### src/rtl/vout_timing_reader_if.sv
// ---------------------------------------------------------------------------
// vout_timing_reader_if
//   Bundles the line-fetch handshake and the read-FIFO pop interface between
//   the video output timing reader and the SDRAM read engine.
//   Signal names are written from the timing reader's point of view.
//
//   o_line_req   reader -> engine   line fetch request, held until acked
//   o_line_num   reader -> engine   frame-buffer line to fetch
//   i_line_ack   engine -> reader   1-clk acceptance pulse
//   i_pxl_valid  engine -> reader   read FIFO not empty
//   i_pxl_data   engine -> reader   {R[3:0],G[3:0],B[3:0],I}
//   o_pxl_rd     reader -> engine   FIFO pop strobe
//
//   master : timing reader side
//   slave  : read engine side
// ---------------------------------------------------------------------------
interface vout_timing_reader_if #(
  parameter int SCR_SIZE_BIT = 10
) ();

  logic                  o_line_req;
  logic [SCR_SIZE_BIT:0] o_line_num;
  logic                  i_line_ack;
  logic                  i_pxl_valid;
  logic [12:0]           i_pxl_data;
  logic                  o_pxl_rd;

  modport master (
    output o_line_req,
    output o_line_num,
    output o_pxl_rd,
    input  i_line_ack,
    input  i_pxl_valid,
    input  i_pxl_data
  );

  modport slave (
    input  o_line_req,
    input  o_line_num,
    input  o_pxl_rd,
    output i_line_ack,
    output i_pxl_valid,
    output i_pxl_data
  );

endinterface : vout_timing_reader_if

### src/rtl/vout_timing_reader.sv
// ---------------------------------------------------------------------------
// vout_timing_reader
//   Display-side video timing generator and frame-buffer drain. Produces
//   HS/VS/DE, requests each active line from the SDRAM read engine ahead of
//   time, pops RGBI pixels from the read FIFO and expands them to 8-bit RGB.
//   Single clock domain (i_vo_clk).
//
// Ports
//   i_vo_clk        video output clock
//   i_reset         asynchronous reset, active-high
//   i_enable        1 = run timing, 0 = counters held at 0 and outputs idle
//   bus             line request / pixel FIFO interface (master side)
//   i_clr_underrun  clears o_underrun (a simultaneous set wins)
//   o_R/o_G/o_B     expanded pixel colour (registered)
//   o_HS/o_VS/o_DE  sync and data enable (registered, mutually aligned)
//   o_frame_start   1-clk pulse coincident with the first DE pixel of a frame
//   o_underrun      sticky: pixel missing at pop time or line request late
// ---------------------------------------------------------------------------
module vout_timing_reader #(
  parameter int SCR_SIZE_BIT = 10,
  parameter int H_ACTIVE     = 800,
  parameter int H_FP         = 40,
  parameter int H_SYNC       = 128,
  parameter int H_BP         = 88,
  parameter int V_ACTIVE     = 600,
  parameter int V_FP         = 1,
  parameter int V_SYNC       = 4,
  parameter int V_BP         = 23,
  parameter bit HS_POL       = 1'b1,
  parameter bit VS_POL       = 1'b1,
  parameter int FETCH_LEAD   = 64
) (
  input  logic                       i_vo_clk,
  input  logic                       i_reset,
  input  logic                       i_enable,
  vout_timing_reader_if.master       bus,
  input  logic                       i_clr_underrun,
  output logic [7:0]                 o_R,
  output logic [7:0]                 o_G,
  output logic [7:0]                 o_B,
  output logic                       o_HS,
  output logic                       o_VS,
  output logic                       o_DE,
  output logic                       o_frame_start,
  output logic                       o_underrun
);

  localparam int CW      = SCR_SIZE_BIT + 1;
  localparam int H_TOTAL = H_ACTIVE + H_FP + H_SYNC + H_BP;
  localparam int V_TOTAL = V_ACTIVE + V_FP + V_SYNC + V_BP;

  localparam logic [CW-1:0] H_LAST  = CW'(H_TOTAL - 1);
  localparam logic [CW-1:0] H_ACT   = CW'(H_ACTIVE);
  localparam logic [CW-1:0] HS_BEG  = CW'(H_ACTIVE + H_FP);
  localparam logic [CW-1:0] HS_END  = CW'(H_ACTIVE + H_FP + H_SYNC);
  localparam logic [CW-1:0] H_FETCH = CW'(H_TOTAL - FETCH_LEAD);
  localparam logic [CW-1:0] V_LAST  = CW'(V_TOTAL - 1);
  localparam logic [CW-1:0] V_ACT   = CW'(V_ACTIVE);
  localparam logic [CW-1:0] VS_BEG  = CW'(V_ACTIVE + V_FP);
  localparam logic [CW-1:0] VS_END  = CW'(V_ACTIVE + V_FP + V_SYNC);

  // Fetch FSM encoding
  localparam logic [0:0] ST_IDLE = 1'b0;
  localparam logic [0:0] ST_REQ  = 1'b1;

  // 4-bit component to 8 bits: full intensity replicates the nibble, half
  // intensity shifts it down one bit so the result stays below 0x80.
  function automatic logic [7:0] expand(input logic [3:0] c, input logic inten);
    expand = inten ? {c, c} : {1'b0, c, c[3:1]};
  endfunction

  // -------------------------------------------------------------------------
  // State
  // -------------------------------------------------------------------------
  logic [CW-1:0] h_cnt_q,    h_cnt_d;
  logic [CW-1:0] v_cnt_q,    v_cnt_d;
  logic [0:0]    state_q,    state_d;
  logic [CW-1:0] line_num_q, line_num_d;
  logic          en_q,       en_d;
  logic [7:0]    r_q,        r_d;
  logic [7:0]    g_q,        g_d;
  logic [7:0]    b_q,        b_d;
  logic          hs_q,       hs_d;
  logic          vs_q,       vs_d;
  logic          de_q,       de_d;
  logic          fs_q,       fs_d;
  logic          unr_q,      unr_d;

  logic          pop;
  logic [CW-1:0] next_line;
  logic          fetch_hit;
  logic          req_busy;
  logic          h_in_sync;
  logic          v_in_sync;

  // -------------------------------------------------------------------------
  // Next-state logic
  // -------------------------------------------------------------------------
  // NOTE: every signal assigned here gets a default at the top of the block,
  // so no path can leave one unassigned and infer a latch.
  always_comb begin
    pop       = i_enable && (h_cnt_q < H_ACT) && (v_cnt_q < V_ACT);
    next_line = (v_cnt_q == V_LAST) ? '0 : v_cnt_q + 1'b1;
    // Only a fetch point whose next line is active actually wants a request.
    fetch_hit = i_enable && (h_cnt_q == H_FETCH) && (next_line < V_ACT);
    // An ack arriving on the fetch clock frees the slot for the new request.
    req_busy  = (state_q == ST_REQ) && !bus.i_line_ack;
    h_in_sync = (h_cnt_q >= HS_BEG) && (h_cnt_q < HS_END);
    v_in_sync = (v_cnt_q >= VS_BEG) && (v_cnt_q < VS_END);

    h_cnt_d    = h_cnt_q;
    v_cnt_d    = v_cnt_q;
    state_d    = state_q;
    line_num_d = line_num_q;
    en_d       = i_enable;
    unr_d      = unr_q;

    if (!i_enable) begin
      h_cnt_d    = '0;
      v_cnt_d    = '0;
      state_d    = ST_IDLE;
      line_num_d = '0;
    end else begin
      if (h_cnt_q == H_LAST) begin
        h_cnt_d = '0;
        v_cnt_d = (v_cnt_q == V_LAST) ? '0 : v_cnt_q + 1'b1;
      end else begin
        h_cnt_d = h_cnt_q + 1'b1;
      end

      // Coming out of disable, line 0 is already being displayed, so fetch
      // it straight away instead of waiting for the previous line's fetch
      // point, which never happened.
      if (!en_q) begin
        state_d    = ST_REQ;
        line_num_d = '0;
      end else if (fetch_hit && !req_busy) begin
        state_d    = ST_REQ;
        line_num_d = next_line;
      end else if ((state_q == ST_REQ) && bus.i_line_ack) begin
        state_d = ST_IDLE;
      end
    end

    // Clear first so that a same-clock set overrides it.
    if (i_clr_underrun) begin
      unr_d = 1'b0;
    end
    if ((pop && !bus.i_pxl_valid) || (fetch_hit && req_busy)) begin
      unr_d = 1'b1;
    end

    // Video outputs: one register stage from the counters. With i_enable low
    // these collapse to their idle values on their own.
    de_d = pop;
    hs_d = (i_enable && h_in_sync) ? HS_POL : !HS_POL;
    vs_d = (i_enable && v_in_sync) ? VS_POL : !VS_POL;
    fs_d = i_enable && (h_cnt_q == '0) && (v_cnt_q == '0);

    r_d = 8'h00;
    g_d = 8'h00;
    b_d = 8'h00;
    if (pop && bus.i_pxl_valid) begin
      r_d = expand(bus.i_pxl_data[12:9], bus.i_pxl_data[0]);
      g_d = expand(bus.i_pxl_data[8:5],  bus.i_pxl_data[0]);
      b_d = expand(bus.i_pxl_data[4:1],  bus.i_pxl_data[0]);
    end
  end

  // -------------------------------------------------------------------------
  // Registers
  // -------------------------------------------------------------------------
  // NOTE: non-blocking assignments only, so every flop samples the values
  // from before the edge regardless of statement order.
  always_ff @(posedge i_vo_clk or posedge i_reset) begin
    if (i_reset) begin
      h_cnt_q    <= '0;
      v_cnt_q    <= '0;
      state_q    <= ST_IDLE;
      line_num_q <= '0;
      en_q       <= 1'b0;
      r_q        <= 8'h00;
      g_q        <= 8'h00;
      b_q        <= 8'h00;
      hs_q       <= !HS_POL;
      vs_q       <= !VS_POL;
      de_q       <= 1'b0;
      fs_q       <= 1'b0;
      unr_q      <= 1'b0;
    end else begin
      h_cnt_q    <= h_cnt_d;
      v_cnt_q    <= v_cnt_d;
      state_q    <= state_d;
      line_num_q <= line_num_d;
      en_q       <= en_d;
      r_q        <= r_d;
      g_q        <= g_d;
      b_q        <= b_d;
      hs_q       <= hs_d;
      vs_q       <= vs_d;
      de_q       <= de_d;
      fs_q       <= fs_d;
      unr_q      <= unr_d;
    end
  end

  // -------------------------------------------------------------------------
  // Outputs
  // -------------------------------------------------------------------------
  assign bus.o_line_req = (state_q == ST_REQ);
  assign bus.o_line_num = line_num_q;
  assign bus.o_pxl_rd   = pop;

  assign o_R           = r_q;
  assign o_G           = g_q;
  assign o_B           = b_q;
  assign o_HS          = hs_q;
  assign o_VS          = vs_q;
  assign o_DE          = de_q;
  assign o_frame_start = fs_q;
  assign o_underrun    = unr_q;

endmodule : vout_timing_reader
### src/flat_wrapper.sv
// flat-port wrapper written by rule: the top's interface ports become plain ports
module vout_timing_reader_flat 
#(
  parameter int SCR_SIZE_BIT = 10,
  parameter int H_ACTIVE     = 800,
  parameter int H_FP         = 40,
  parameter int H_SYNC       = 128,
  parameter int H_BP         = 88,
  parameter int V_ACTIVE     = 600,
  parameter int V_FP         = 1,
  parameter int V_SYNC       = 4,
  parameter int V_BP         = 23,
  parameter bit HS_POL       = 1'b1,
  parameter bit VS_POL       = 1'b1,
  parameter int FETCH_LEAD   = 64
)
  (i_vo_clk, i_reset, i_enable, i_clr_underrun, o_R, o_G, o_B, o_HS, o_VS, o_DE, o_frame_start, o_underrun, bus_o_line_req, bus_o_line_num, bus_o_pxl_rd, bus_i_line_ack, bus_i_pxl_valid, bus_i_pxl_data);
  vout_timing_reader_if #(.SCR_SIZE_BIT(SCR_SIZE_BIT)) bus_i ();
  input  logic i_vo_clk;
  input  logic i_reset;
  input  logic i_enable;
  input  logic i_clr_underrun;
  output logic [7:0] o_R;
  output logic [7:0] o_G;
  output logic [7:0] o_B;
  output logic o_HS;
  output logic o_VS;
  output logic o_DE;
  output logic o_frame_start;
  output logic o_underrun;
  output wire logic [$bits(bus_i.o_line_req)-1:0] bus_o_line_req;
  output wire logic [$bits(bus_i.o_line_num)-1:0] bus_o_line_num;
  output wire logic [$bits(bus_i.o_pxl_rd)-1:0] bus_o_pxl_rd;
  input wire logic [$bits(bus_i.i_line_ack)-1:0] bus_i_line_ack;
  input wire logic [$bits(bus_i.i_pxl_valid)-1:0] bus_i_pxl_valid;
  input wire logic [$bits(bus_i.i_pxl_data)-1:0] bus_i_pxl_data;
  assign bus_o_line_req = bus_i.o_line_req;
  assign bus_o_line_num = bus_i.o_line_num;
  assign bus_o_pxl_rd = bus_i.o_pxl_rd;
  assign bus_i.i_line_ack = bus_i_line_ack;
  assign bus_i.i_pxl_valid = bus_i_pxl_valid;
  assign bus_i.i_pxl_data = bus_i_pxl_data;
  vout_timing_reader #(.SCR_SIZE_BIT(SCR_SIZE_BIT), .H_ACTIVE(H_ACTIVE), .H_FP(H_FP), .H_SYNC(H_SYNC), .H_BP(H_BP), .V_ACTIVE(V_ACTIVE), .V_FP(V_FP), .V_SYNC(V_SYNC), .V_BP(V_BP), .HS_POL(HS_POL), .VS_POL(VS_POL), .FETCH_LEAD(FETCH_LEAD)) u_core (.i_vo_clk(i_vo_clk), .i_reset(i_reset), .i_enable(i_enable), .bus(bus_i), .i_clr_underrun(i_clr_underrun), .o_R(o_R), .o_G(o_G), .o_B(o_B), .o_HS(o_HS), .o_VS(o_VS), .o_DE(o_DE), .o_frame_start(o_frame_start), .o_underrun(o_underrun));
endmodule
### config.mk
export PLATFORM = sky130hd
export DESIGN_NAME = vout_timing_reader_flat
export DESIGN_NICKNAME = d
export VERILOG_FILES = /design/src/rtl/vout_timing_reader_if.sv /design/src/rtl/vout_timing_reader.sv /design/src/flat_wrapper.sv
export SDC_FILE = /design/constraint.sdc
export NUM_CORES = 1
export LEC_CHECK = 0
export CAP_MARGIN = 30
export CORE_MARGIN = 3
export CORE_UTILIZATION = 55
export CTS_CLUSTER_DIAMETER = 50
export CTS_CLUSTER_SIZE = 28
export DETAILED_ROUTE_END_ITERATION = 16
export GPL_ROUTABILITY_DRIVEN = 0
export GPL_TIMING_DRIVEN = 0
export PLACE_DENSITY = 0.89
export SLEW_MARGIN = 5
export SYNTH_ARGS = -nofsm -noshare
export SYNTH_HDL_FRONTEND = slang
export SYNTH_SLANG_ARGS = --single-unit
export TNS_END_PERCENT = 50
### constraint.sdc
create_clock -name i_vo_clk -period 6.8 [get_ports i_vo_clk]
set_clock_uncertainty 0.1 [all_clocks]
set_input_delay 1.36 -clock i_vo_clk [delete_from_list [all_inputs] [get_ports i_vo_clk]]
set_output_delay 1.36 -clock i_vo_clk [all_outputs]
set_load 0.01 [all_outputs]
==> results.json <==
{
  "grt_max_degree": 39,
  "path_max_fanout": 4,
  "synthTopCellsByCount": "55 x dfrtp_1, 25 x nand2_1, 18 x nor2_1",
  "required_ns": 5.34,
  "reg2reg_to": "u_core.bus.o_line_num[0]",
  "drv_cap": 0,
  "timing.fmax_ghz": 0.1950,
  "critPathLaunchType": "input port",
  "multi_input_area_um2": 1314,
  "hold_viol_final": 0,
  "relSlewSlack_pct": 48.78,
  "rows": 26,
  "overflow": 0,
  "area_delta_synth_final_pct": 27.52,
  "layout-drive-gt1-share_pct": 15.47,
  "cts_tree": "yes",
  "cp-end-kind": "output pin",
  "cp_cell_sequence": "clkdlybuf4s50_1 > nand2b_1 > a2111oi_0 > o21ai_1 > inv_1 > clkdlybuf4s50_1",
  "status": "complete, no violations",
  "clk_latency_ns": 0.31,
  "drcViolationCount": 0,
  "worst_pin_slew_ns": 0.7489,
  "via_count": 2498,
  "ys_seq_area_share_pct": 46.71,
  "power.density_nw_per_um2": 187.2,
  "p_leak_nw": 1.614,
  "yosysUniqueCellTypes": 51,
  "wl_um": 7101,
  "hold_path_end": "u_core.bus.o_line_req",
  "synthMostInstantiatedCell": "dfrtp_1",
  "cts.path.max_buffers": 2,
  "clk_pin_slew_worst_paths_ns": 0.09,
  "synth_cells": 294,
  "critical_path.max_stage_delay_ns": 0.67,
  "ant_nets": 0,
  "synthTopCellsByArea": "dfrtp_1 47%, a22o_2 4.1%, nand2_1 3.2%, buf_6 3.1%, o21ai_0 2.9%",
  "ir_drop_mv": 0.1379,
  "start_util_pct": 57.33,
  "firstDrtPassIters": 6,
  "synthesis.nets": 318,
  "wire_per_inst_um": 16.44,
  "fin_crit_ns": 5.128,
  "dieWidth_um": 79.20,
  "yosysWarnings": 0,
  "asyncSetResetFlopFracSynth_pct": 100.0,
  "ctsHoldBuffers": 0,
  "arrival_ns": 3.67,
  "num_antenna_cells": 0,
  "tns_ns": 0,
  "synth_edf_count": 0,
  "ff_latch_area_um2": 1376,
  "nets": 386,
  "r2r_slack_ns": 3.85,
  "core_area_um2": 5140,
  "pin_count": 61,
  "synth_area_um2": 2947,
  "cp_slowest_cell": "a2111oi_0",
  "die_h_um": 79.20,
  "holdWs_ns": 0.3842,
  "grt_pass1_vias": 2477,
  "crit_top_cell": "clkdlybuf4s50_1",
  "grt_antenna_before_repair": 0,
  "clockRootBuffer": "clkbuf_8",
  "ctsResizeCount": 0,
  "min_path_cells": 1,
  "rsz0062_at_grt": "false",
  "fp.dieArea_um2": 6272,
  "min-delay-path-class": "flop to flop",
  "htreeDepth": 2,
  "place.detailed.hpwl_um": 5234,
  "period_share_pct": 75.41,
  "cts_post_setup_buffers_inserted": 0,
  "rr_worst_depth": 9,
  "ys_ff_latch": 55,
  "grt_pass1_wl_um": 11900,
  "syn_area_per_cell_um2": 10.02,
  "track_usage_pct": 24.34,
  "r2r_start": "u_core.v_cnt_q[1]",
  "io_buffers": 60,
  "worstHoldStart": "u_core.en_q",
  "nFillCells": 390,
  "cts.sinks": 55,
  "synth_top_cell_by_area": "dfrtp_1",
  "finalSetupViolCount": 0,
  "maxSlewViolCount": 0,
  "synth_top_area_share_pct": 46.71,
  "path_class": "input port to output pin",
  "cts_buffers": 5,
  "drt-initial-drc-count": 212,
  "via_per_inst": 5.782,
  "synth_ff_type": "dfrtp_1"
}
-- worst max-delay path by stage --
stage,end,from,slack [ns]
6_report,bus_o_pxl_rd,i_enable,1.67
3_5_place_dp,bus_o_pxl_rd,i_enable,1.88
3_3_place_gp,bus_o_pxl_rd,i_enable,2.03
2_1_floorplan,bus_o_pxl_rd,i_enable,3.34
5_1_grt,bus_o_pxl_rd,i_enable,1.62
4_1_cts,bus_o_pxl_rd,i_enable,1.86
-- metal layers --
metal | track usage (%) | share of wire (%) | up-vias | wire length (um)
li1 | - | - | 1186 | -
met1 | 31.35 | 40 | 1175 | 2842
met2 | 39.81 | 50 | 114 | 3522
met3 | 5.896 | 7.5 | 23 | 535
met4 | 9.107 | 2.8 | 0 | 200
met5 | 0 | 0 | - | 0
-- layout by cell type (no fill, tap or decap), types with 6 or more instances in the layout --
master / n
clkdlybuf4s50_1: 60
dfrtp_1: 55
nand2_1: 25
nor2_1: 18
o21ai_0: 17
inv_1: 13
a21oi_1: 12
a22o_2: 12
nand3_1: 11
buf_4: 10
nand4_1: 9
xor2_1: 9
buf_6: 8
nor3_1: 7
clkbuf_1: 6
xnor2_1: 6
-- cell type report --
type / instances / share of cell area, %
plain buffers: 27 / 5.428
clock buffers: 6 / 1.931
well taps: 70 / 2.331
flip-flops and latches: 55 / 36.63
repair buffers: 61 / 16.52
multi-input cells: 198 / 34.97
inverters: 14 / 1.399
clock inverters: 1 / 0.7992
-- sequential cells by signal, summed over array words and instances, names as in the netlist --
register / cells
u_core.bus.o_line_num: 11
u_core.h_cnt_q: 11
u_core.v_cnt_q: 11
u_core.o_B: 5
u_core.o_G: 5
u_core.o_R: 5
u_core.bus.o_line_req: 1
u_core.en_q: 1
u_core.o_DE: 1
u_core.o_HS: 1
u_core.o_VS: 1
u_core.o_frame_start: 1
u_core.o_underrun: 1
-- worst max-delay path, delay by kind of cell --
family / cells / cell delay, ns
buffers and inverters: 3 / 1.22
AND/OR/NAND/NOR: 1 / 0.12
AO/OA/AOI/OAI: 2 / 0.95
-- kinds of logic after synthesis --
| group | count (synthesis) | synth area share (%) |
|---|---|---|
| xor+xnor | 15 | 4.459 |
| buf+inv | 41 | 8.705 |
| mux | 2 | 0.6794 |
| compound gates | 68 | 16.60 |
| fa+ha+maj | 5 | 2.123 |
| simple gates | 108 | 20.72 |
| flops | 55 | 46.71 |
-- stage by stage --
step	utilization [%]	instance area (um2)	cells	total power [mW]	setup WS, ns
3_5_place_dp	71.11	3655	425	0.4995	1.881
2_1_floorplan	-	2947	294	0.4412	3.336
3_3_place_gp	70.72	3635	424	0.4923	2.031
5_1_grt	73.10	3757	432	0.7367	1.621
4_1_cts	73.10	3757	432	0.7053	1.857
6_report	73.10	3757	432	0.7034	1.672
-- where the power goes --
part	total [mW]	switching, mW	internal [mW]
Combinational	0.140	0.0725	0.0676
Clock	0.208	0.0997	0.108
Sequential	0.356	0.0135	0.342
No activity file was read; power rests on OpenSTA's default activity.
